[config.mk]
export PLATFORM = sky130hd
export DESIGN_NAME = program_sequencer
export DESIGN_NICKNAME = d
export VERILOG_FILES = /design/src/rtl/program_sequencer_pkg.sv /design/src/rtl/pc_return_stack.sv /design/src/rtl/program_sequencer.sv
export SDC_FILE = /design/constraint.sdc
export NUM_CORES = 1
export LEC_CHECK = 0
export CORE_MARGIN = 2
export CORE_UTILIZATION = 56
export DETAILED_ROUTE_END_ITERATION = 10
export MAX_ROUTING_LAYER = met4
export PLACE_DENSITY = 0.82
export SETUP_SLACK_MARGIN = 0.02
export SLEW_MARGIN = 20
export SYNTH_ARGS = -nofsm -noshare
export SYNTH_HDL_FRONTEND = slang
export SYNTH_HIERARCHICAL = 1
export SYNTH_SLANG_ARGS = --single-unit
[constraint.sdc]
create_clock -name clk -period 3.35 [get_ports clk]
set_input_delay 0.67 -clock clk [delete_from_list [all_inputs] [get_ports clk]]
set_output_delay 0.67 -clock clk [all_outputs]
set_load 0.005 [all_outputs]
[src/rtl/program_sequencer_pkg.sv]
// Shared types and helpers for the program sequencer and its return stack.
package program_sequencer_pkg;

  typedef enum logic [2:0] {
    OP_NONE,
    OP_COUNT,
    OP_JUMP,
    OP_CALL,
    OP_RET
  } op_e;

  // Width of a counter that must hold every value from 0 up to depth.
  function automatic int sp_width(input int depth);
    return $clog2(depth + 1);
  endfunction

endpackage

[src/rtl/pc_return_stack.sv]
// LIFO of return addresses; push on full and pop on empty are silently ignored.
module pc_return_stack
  import program_sequencer_pkg::*;
#(
  parameter int ADDR_W = 4,
  parameter int DEPTH  = 4,
  localparam int SP_W  = sp_width(DEPTH),
  localparam int IDX_W = (DEPTH > 1) ? $clog2(DEPTH) : 1
) (
  input  logic              clk,
  input  logic              rst,
  input  logic              push,
  input  logic              pop,
  input  logic [ADDR_W-1:0] din,
  output logic [ADDR_W-1:0] top,
  output logic              full,
  output logic              empty,
  output logic [SP_W-1:0]   count
);

  localparam logic [SP_W-1:0] FULL_COUNT = SP_W'(DEPTH);

  logic [ADDR_W-1:0] mem [DEPTH];

  assign full  = (count == FULL_COUNT);
  assign empty = (count == '0);
  assign top   = empty ? '0 : mem[IDX_W'(count - SP_W'(1))];

  // NOTE: storage has no reset; the count alone says which entries are valid.
  always_ff @(posedge clk) begin
    if (push && !full) mem[IDX_W'(count)] <= din;
  end

  // NOTE: sequential state uses non-blocking assignments so every register
  // samples pre-edge values regardless of block ordering.
  always_ff @(posedge clk) begin
    if (rst)                count <= '0;
    else if (push && !full) count <= count + SP_W'(1);
    else if (pop && !empty) count <= count - SP_W'(1);
  end

endmodule

[src/rtl/program_sequencer.sv]
// Fetch-address generator: increment, jump, call/return through a hardware
// stack, with sticky overflow/underflow traps.
module program_sequencer
  import program_sequencer_pkg::*;
#(
  parameter int ADDR_W = 4,
  parameter int DEPTH  = 4,
  localparam int SP_W  = sp_width(DEPTH)
) (
  input  logic              clk,
  input  logic              rst,
  input  logic              count_en,
  input  logic              jump,
  input  logic              call,
  input  logic              ret,
  input  logic [ADDR_W-1:0] jump_addr,
  output logic [ADDR_W-1:0] addr,
  output logic [SP_W-1:0]   sp,
  output logic              overflow,
  output logic              underflow
);

  op_e               op;
  logic [ADDR_W-1:0] stack_top;
  logic              stack_full;
  logic              stack_empty;

  // NOTE: op gets a default before the priority chain so no path leaves it
  // unassigned, which would otherwise infer a latch.
  always_comb begin
    op = OP_NONE;
    if (call)          op = OP_CALL;
    else if (ret)      op = OP_RET;
    else if (jump)     op = OP_JUMP;
    else if (count_en) op = OP_COUNT;
  end

  pc_return_stack #(
    .ADDR_W (ADDR_W),
    .DEPTH  (DEPTH)
  ) u_stack (
    .clk   (clk),
    .rst   (rst),
    .push  (op == OP_CALL),
    .pop   (op == OP_RET),
    .din   (addr + ADDR_W'(1)),
    .top   (stack_top),
    .full  (stack_full),
    .empty (stack_empty),
    .count (sp)
  );

  // A trapped call/ret leaves addr where it was; only the flag records it.
  always_ff @(posedge clk) begin
    if (rst) begin
      addr      <= '0;
      overflow  <= 1'b0;
      underflow <= 1'b0;
    end else begin
      case (op)
        OP_COUNT: addr <= addr + ADDR_W'(1);
        OP_JUMP:  addr <= jump_addr;
        OP_CALL: begin
          if (stack_full) overflow <= 1'b1;
          else            addr     <= jump_addr;
        end
        OP_RET: begin
          if (stack_empty) underflow <= 1'b1;
          else             addr      <= stack_top;
        end
        default: ;
      endcase
    end
  end

endmodule

==> results of run 1 <==
cell type report:
type	instances	share of cell area
Sequential cell	25	0.444
Clock buffer	4	0.0176
Multi-Input combinational cell	68	0.376
Inverter	7	0.0176
Tap cell	28	0.0235
Timing Repair Buffer	18	0.121
synthesized netlist by cell type, drive strengths merged, types with 2 or more instances:
cell,count,area share
ha,7,0.068
nor2b,7,0.034
dfxtp,9,0.14
inv,7,0.020
edfxtp,16,0.37
and2,5,0.029
a21oi,4,0.016
or3,4,0.019
nand3b,2,0.012
o21ai,2,0.0078
buf,4,0.030
nor2,4,0.014
nand2,5,0.015
nor3,4,0.019
a31oi,2,0.0097
mux4,4,0.070
critical path, stage by stage, from the launching register on:
cell	delay, ns
dfxtp_1	0.64
inv_1	0.17
ha_1	0.47
mux4_2	0.34
nor2b_1	0.16
a22o_1	0.21
o211ai_1	0.16
o21ai_0	0.11
through the flow:
stage,setup slack (ns),instance area [um2],instances
floorplan,1.33,1290,105
global placement,0.962,1460,146
detailed placement,0.913,1460,146
CTS,0.955,1490,150
global route,0.810,1490,150
finish,0.978,1490,150
layer usage:
layer,wire length (um),track usage,up-vias
li1,-,-,423
met1,997,0.298,413
met2,1240,0.338,49
met3,202,0.0431,4
met4,30,0.0789,0
met5,0,-,-
logic make-up after synthesis:
logic type               share of synthesized area
AO/OA/AOI/OAI                                0.128
XOR/XNOR                                    0.0136
adder cells (fa/ha/maj)                     0.0679
buffers and inverters                       0.0533
flip-flops                                   0.512
multiplexers                                0.0698
AND/OR/NAND/NOR                              0.155
final timing paths:
path	endpoint	from	cells after the start	slack (ns)
worst max-delay path	addr[1]	u_stack/count[0]	7	0.98
worst max register to register	addr[1]	u_stack/count[0]	7	0.98
worst min-delay path	overflow	overflow	2	0.49
worst min register to register	overflow	overflow	2	0.49
state kept, by name (all words and copies together) (netlist names):
name / cells
addr: 4
underflow: 1
overflow: 1
u_stack/count: 3
u_stack/mem: 16
power breakdown:
part / total [uW] / internal [uW] / switching, uW
sequential: 379 / 359 / 19.7
clock: 128 / 46.5 / 81.5
combinational: 159 / 81.6 / 77.7
==> out/qor.yml, run 1 <==
floorplan:
  fp.coreArea_um2: 2190
  rows: 17
  fp.dieW_um: 52.0
  die_y_um: 52.0
  design.die.area_um2: 2700
  ios: 19
  start_util: 0.589
sta:
  worst_pin_slew_ns: 0.488
  setup_viol: 0
  hold_viol: 0
  fin_crit_sh: 0.708
  clock_skew_ns: 0.0148
  min_period_ns: 2.37
  max_freq_mhz: 422
  whs_ns: 0.493
  maxSlewViolCount: 0
  rsz0062_at_grt: "false"
  setup_tns_ns: 0
  slew_headroom: 0.674
global_route:
  grt_max_degree: 14
  antenna_found_initial: 0
  overflow: 0
  grt_pass1_vias: 834
  grt_pass1_wl_mm: 4.05
  grtUsageTotal: 0.222
route:
  ant_nets: 0
  wirelength_mm: 2.47
  via_per_inst: 5.93
  firstDrtPassIters: 4
  route.detailed.drc: 0
  drt_iter0_drc: 21
  wl_per_cell_um: 16.5
  vias: 889
setup_path:
  crit_arrival_ns: 2.58
  path_class: "register to register"
  crit_path_start_kind: "register"
  worstPathRequired_ns: 3.55
  crit_fanout: 10
  worst_setup_path_end_kind: "register"
status:
  status: "complete, no violations"
cts:
  postCtsHoldBufs: 0
  cts_resized: 0
  tritoncts: "built"
  clk_pin_slew_worst_paths_ns: 0.13
  clockRootBuffer: "clkbuf_4"
  clkSinkCount: 25
  cts_htree_levels: 1
  postCtsSetupBuffers: 0
  clk_path_buf_depth: 2
  worstSkewPairLatency_ns: 0.31
  cts-buffers-inserted: 3
layout:
  multi_input_area_um2: 561
  area_delta_synth_final_pct: 15.4
  layout-drive-gt1-share: 0.131
  antennaDiodeCount: 0
  fill_cells: 160
  nets: 140
  mostFrequentLayoutCell: "clkdlybuf4s50_1"
  mostFrequentLayoutCells: "clkdlybuf4s50_1 (18), edfxtp_1 (16), dfxtp_1 (9)"
  ff_latch_area_um2: 661
  utilization: 0.680
synth:
  postSynthAreaPerCell_um2: 12.3
  synth_edf_count: 16
  synth-async-reset-ratio: 0
  ys_seq_area_frac: 0.512
  yosysUniqueCellTypes: 38
  synth_top_flop_cell: "edfxtp_1"
  mappedNetlistNets: 122
  synth_area_um2: 1290
  synth-seq-cells: 25
  yosysWarnings: 6
  syn_inst: 105
placement:
  port_buffers: 18
  gp_congestion: 0.830
  dp_hpwl_mm: 1.83
pwr:
  p_leak_uw: 0.000521
  total_power_uw: 666
  p_per_area_nw_per_um2: 447
  peakVddDrop_mv: 0.320
run:
  maxCapViolCount: 0
min_path:
  holdCritPathClass: "register to register"
No activity file was read; power rests on OpenSTA's default activity.
==> inputs of run 2 (changes only) <==
--- a/config.mk
+++ b/config.mk
@@ -6,10 +6,10 @@
 export NUM_CORES = 1
 export LEC_CHECK = 0
 export CORE_MARGIN = 2
-export CORE_UTILIZATION = 56
+export CORE_UTILIZATION = 47
 export DETAILED_ROUTE_END_ITERATION = 10
 export MAX_ROUTING_LAYER = met4
-export PLACE_DENSITY = 0.82
+export PLACE_DENSITY = 0.73
 export SETUP_SLACK_MARGIN = 0.02
 export SLEW_MARGIN = 20
 export SYNTH_ARGS = -nofsm -noshare
==> constraint.sdc (replaced) <==
create_clock -name clk -period 2 [get_ports clk]
set_input_delay 0.4 -clock clk [delete_from_list [all_inputs] [get_ports clk]]
set_output_delay 0.4 -clock clk [all_outputs]
set_load 0.005 [all_outputs]
==> out/qor.yml, run 2 (synthesis results as in run 1) <==
route:
  ant_nets: 0
  vias: 890
  drt_iter0_drc: 35
  via_per_inst: 5.56
  firstDrtPassIters: 4
  wirelength_mm: 2.53
  route.detailed.drc: 0
  wl_per_cell_um: 15.8
sta:
  worst_pin_slew_ns: 0.417
  fin_crit_sh: 0.895
  hold_viol: 0
  min_period_ns: 1.79
  maxSlewViolCount: 0
  rsz0062_at_grt: "false"
  max_freq_mhz: 559
  clock_skew_ns: 0.00613
  setup_viol: 0
  slew_headroom: 0.720
  setup_tns_ns: 0
  setup_ws_ns: 0.210
cts:
  cts-buffers-inserted: 3
  tritoncts: "built"
  clk_path_buf_depth: 2
  clockRootBuffer: "clkbuf_4"
  postCtsHoldBufs: 0
  cts_htree_levels: 1
  worstSkewPairLatency_ns: 0.32
  clk_pin_slew_worst_paths_ns: 0.14
  postCtsSetupBuffers: 0
  clkSinkCount: 25
min_path:
  holdCritPathClass: "register to register"
  min-delay-start: "overflow"
setup_path:
  slowest_stage: "dfxtp_1"
  crit_path_start_kind: "register"
  reg2reg_to: "addr[1]"
  crit_cells: 7
  crit_family: "compound AO/OA/AOI/OAI gates"
  worst_setup_path_end_kind: "register"
  critPathMaxStageDelay_ns: 0.36
  path_class: "register to register"
  r2r-start: "u_stack/count[0]"
  endpoint: "addr[1]"
  crit_arrival_ns: 2.01
  worstPathRequired_ns: 2.22
  crit_fanout: 6
  rrSetupSlack_ns: 0.21
  worst-path-buf-inv: 1
  path_cells: "inv_1, ha_4, mux4_2, nor2b_1, a22o_1, o211ai_1, o21ai_0"
  r2r_cells: 7
  cp-startpoint: "u_stack/count[0]"
layout:
  ff_latch_area_um2: 661
  nets: 148
  multi_input_area_um2: 573
  mostFrequentLayoutCell: "clkdlybuf4s50_1"
  reg.largest.list: "u_stack/mem: 16 flops, addr: 4 flops, u_stack/count: 3 flops"
  antennaDiodeCount: 0
  utilization: 0.617
  fill_cells: 219
  layout-drive-gt1-share: 0.200
  largest_reg_flops: 16
  area_delta_synth_final_pct: 21.6
  mostFrequentLayoutCells: "clkdlybuf4s50_1 (18), edfxtp_1 (16), dfxtp_1 (9)"
  regMostFlops: "u_stack/mem"
run:
  maxCapViolCount: 0
floorplan:
  design.die.area_um2: 3180
  start_util: 0.507
  rows: 18
  ios: 19
  fp.dieW_um: 56.4
  fp.coreArea_um2: 2540
  die_y_um: 56.4
global_route:
  antenna_found_initial: 0
  grt_pass1_wl_mm: 4.17
  grt_pass1_vias: 891
  overflow: 0
  grt_max_degree: 17
  grtUsageTotal: 0.177
pwr:
  combPwrFrac: 0.262
  peakVddDrop_mv: 0.568
  switching_share: 0.277
  p_leak_uw: 0.000565
  clkPwrFrac: 0.204
  p_int_uw: 846
  p_per_area_nw_per_um2: 746
  p_switching_uw: 324
  seqPwrFrac: 0.534
placement:
  gp_congestion: 0.787
  preCtsSetupSlack_ns: 0.104
  dp_hpwl_mm: 1.93
  port_buffers: 18
status:
  status: "complete, no violations"
## run 2: cell count changes in the layout (fill, tap and decap cells not counted), sizes merged
cell and delta:
buf +8, clkbuf -1, inv +1
## run 2: power by group through the flow
stage	clock network [uW]	registers (uW)	logic [uW]
after floorplan	0	633	178
after CTS	250	625	296
after global placement	0	635	288
final	239	624	307
after global routing	277	629	336
after detailed placement	0	636	294
## run 2: cell type report
type | instances | share of cell area
timing repair buffer | 26 | 0.153
multi-input combinational | 68 | 0.365
sequential | 25 | 0.421
inverter | 7 | 0.0167
clock buffer | 3 | 0.0144
tap | 30 | 0.0239
clock inverter | 1 | 0.00558
## run 2: worst min-delay path: stages (launching register included)
cell     delay [ns]
dfxtp_1        0.35
a21oi_1        0.04
nor2_1         0.07
## run 2: repair_timing
item,CTS,global route
endpoints found under the hold margin,0,0
resized for setup,0,2
endpoints found under the setup margin,0,2
## run 2: how the worst min path moves through the flow
stage                     end  cells after the start
CTS                  overflow                      2
global placement     overflow                      2
global route        underflow                      2
detailed placement   overflow                      2
floorplan            overflow                      2
finish               overflow                      2
## run 2: layer usage
metal / vias up / track usage / routed length, um
met5: - / - / 0
met4: 0 / 0.0306 / 32
met3: 6 / 0.0507 / 146
met2: 32 / 0.282 / 1230
met1: 417 / 0.229 / 1120
li1: 435 / - / -
## run 2: per-stage QoR
stage / total power (uW) / instance area, um2 / hold slack, ns / std cells
6_report: 1170 / 1570 / 0.486 / 160
4_1_cts: 1170 / 1560 / 0.499 / 160
3_3_place_gp: 924 / 1530 / 0.452 / 156
3_5_place_dp: 931 / 1530 / 0.465 / 156
5_1_grt: 1240 / 1570 / 0.551 / 160
2_1_floorplan: 811 / 1290 / 0.460 / 105
==> inputs of run 3 (changes only) <==
--- a/config.mk
+++ b/config.mk
@@ -11,7 +11,7 @@
 export MAX_ROUTING_LAYER = met4
 export PLACE_DENSITY = 0.73
 export SETUP_SLACK_MARGIN = 0.02
-export SLEW_MARGIN = 20
+export SLEW_MARGIN = 15
 export SYNTH_ARGS = -nofsm -noshare
 export SYNTH_HDL_FRONTEND = slang
 export SYNTH_HIERARCHICAL = 1
==> constraint.sdc (replaced) <==
create_clock -name clk -period 2 [get_ports clk]
set_input_delay 0.4 -clock clk [delete_from_list [all_inputs] [get_ports clk]]
set_output_delay 0.4 -clock clk [all_outputs]
set_load 0.1 [all_outputs]
==> out/qor.yml, run 3 (synthesis results as in run 1) <==
status:
  status: "complete, no violations"
sta:
  clock_skew_ns: 0.00939
  setup_tns_ns: 0
  worst_pin_slew_ns: 0.413
  setup_viol: 0
  rsz0062_at_grt: "false"
  slew_headroom: 0.723
  fin_crit_sh: 0.914
  min_period_ns: 1.83
  hold_viol: 0
  maxSlewViolCount: 0
  max_freq_mhz: 547
cts:
  clkSinkCount: 25
  postCtsHoldBufs: 0
  cts_resized: 0
  postCtsSetupBuffers: 0
  clk_path_buf_depth: 2
  tritoncts: "built"
  clockRootBuffer: "clkbuf_4"
  cts-buffers-inserted: 3
  cts_htree_levels: 1
  worstSkewPairLatency_ns: 0.32
  clk_pin_slew_worst_paths_ns: 0.13
setup_path:
  r2r_cells: 7
  crit_family: "compound AO/OA/AOI/OAI gates"
  crit_arrival_ns: 2.06
  reg2reg_to: "addr[2]"
  worstPathRequired_ns: 2.23
  crit_fanout: 8
  r2r-start: "u_stack/count[1]"
  crit_path_start_kind: "register"
  crit_top_cell: "ha_1"
  worst_setup_path_end_kind: "register"
  worst-path-buf-inv: 1
  slowest_stage: "dfxtp_4"
  path_class: "register to register"
  critPathMaxStageDelay_ns: 0.39
  path_cells: "inv_1, ha_1, ha_1, a21o_1, o22ai_4, nor2_2, a311oi_1"
  crit_cells: 7
  rrSetupSlack_ns: 0.17
layout:
  antennaDiodeCount: 0
  area_delta_synth_final_pct: 22.3
  largest_reg_flops: 16
  fill_cells: 199
  fin_area_um2: 1580
  reg.largest.list: "u_stack/mem: 16 flops, addr: 4 flops, u_stack/count: 3 flops"
  regMostFlops: "u_stack/mem"
  mostFrequentLayoutCells: "edfxtp_1 (16), buf_4 (15), clkdlybuf4s50_1 (9)"
  nets: 148
  mostFrequentLayoutCell: "edfxtp_1"
  layout-drive-gt1-share: 0.292
global_route:
  grt_pass1_vias: 842
  grtUsageTotal: 0.170
  grt_max_degree: 14
  overflow: 0
  antenna_found_initial: 0
  grt_pass1_wl_mm: 3.93
run:
  maxCapViolCount: 0
route:
  ant_nets: 0
  route.detailed.drc: 0
  wirelength_mm: 2.42
  via_per_inst: 5.46
  vias: 873
  drt_iter0_drc: 33
  wl_per_cell_um: 15.2
  firstDrtPassIters: 4
placement:
  dp_hpwl_mm: 1.84
  port_buffers: 18
  placed_area_um2: 1530
  gp_congestion: 0.765
pwr:
  p_leak_uw: 0.000587
  p_per_area_nw_per_um2: 817
  peakVddDrop_mv: 0.562
floorplan:
  rows: 18
  fp.dieW_um: 56.4
  fp.coreArea_um2: 2540
  start_util: 0.507
  die_y_um: 56.4
  design.die.area_um2: 3180
  ios: 19
min_path:
  min_path_cells: 2
  min_to: "overflow"
  min-delay-start: "overflow"
  holdCritPathClass: "register to register"
run 3: cell count changes in the layout (fill, tap and decap cells not counted), sizes merged:
cell,change
clkdlybuf4s50,-9
clkbuf,+1
buf,+9
inv,-1
run 3: final cells by class:
class,count,area (um2),share of cell area
multi-input cells,68,573,0.363
repair buffers,26,243,0.154
well taps,30,37.5,0.0238
clock buffers,4,26.3,0.0167
inverters,7,28.8,0.0182
flip-flops and latches,25,669,0.424
run 3: report_power, final:
part | internal (uW) | switching, uW | leakage, uW | total (uW)
sequential | 602 | 29.3 | 0.000223 | 632
combinational | 170 | 268 | 0.000349 | 438
clock | 78.2 | 142 | 0.0000150 | 221
total | 850 | 440 | 0.000587 | 1290
run 3: per-stage QoR:
stage / setup WS, ns / std cells / hold WS (ns) / utilization / power (uW)
4_1_cts: 0.0922 / 157 / 0.504 / 0.611 / 1290
2_1_floorplan: 0.0164 / 105 / 0.460 / - / 954
6_report: 0.173 / 160 / 0.503 / 0.620 / 1290
5_1_grt: 0.0537 / 160 / 0.535 / 0.620 / 1350
3_3_place_gp: 0.0980 / 153 / 0.459 / 0.601 / 1070
3_5_place_dp: 0.0888 / 153 / 0.473 / 0.601 / 1070
run 3: how the worst max path moves through the flow:
stage / slack (ns) / end / start
finish: 0.17 / addr[2] / u_stack/count[1]
global route: 0.05 / addr[2] / u_stack/count[1]
CTS: 0.09 / addr[2] / u_stack/count[0]
detailed placement: 0.09 / u_stack/count[2] / ret
global placement: 0.1 / u_stack/mem[3][3] / call
floorplan: 0.02 / addr[1] / u_stack/count[0]
run 3: routing by layer:
metal / GRT usage / wire (um)
met4: 0.0714 / 45
met2: 0.267 / 1160
met3: 0.0369 / 109
met5: - / 0
met1: 0.214 / 1110
run 3: worst reg2reg max path, cell delays in order (launching register included):
cell and delay, ns:
dfxtp_4 0.39, inv_1 0.10, ha_1 0.22, ha_1 0.28, a21o_1 0.23, o22ai_4 0.21
nor2_2 0.05, a311oi_1 0.25
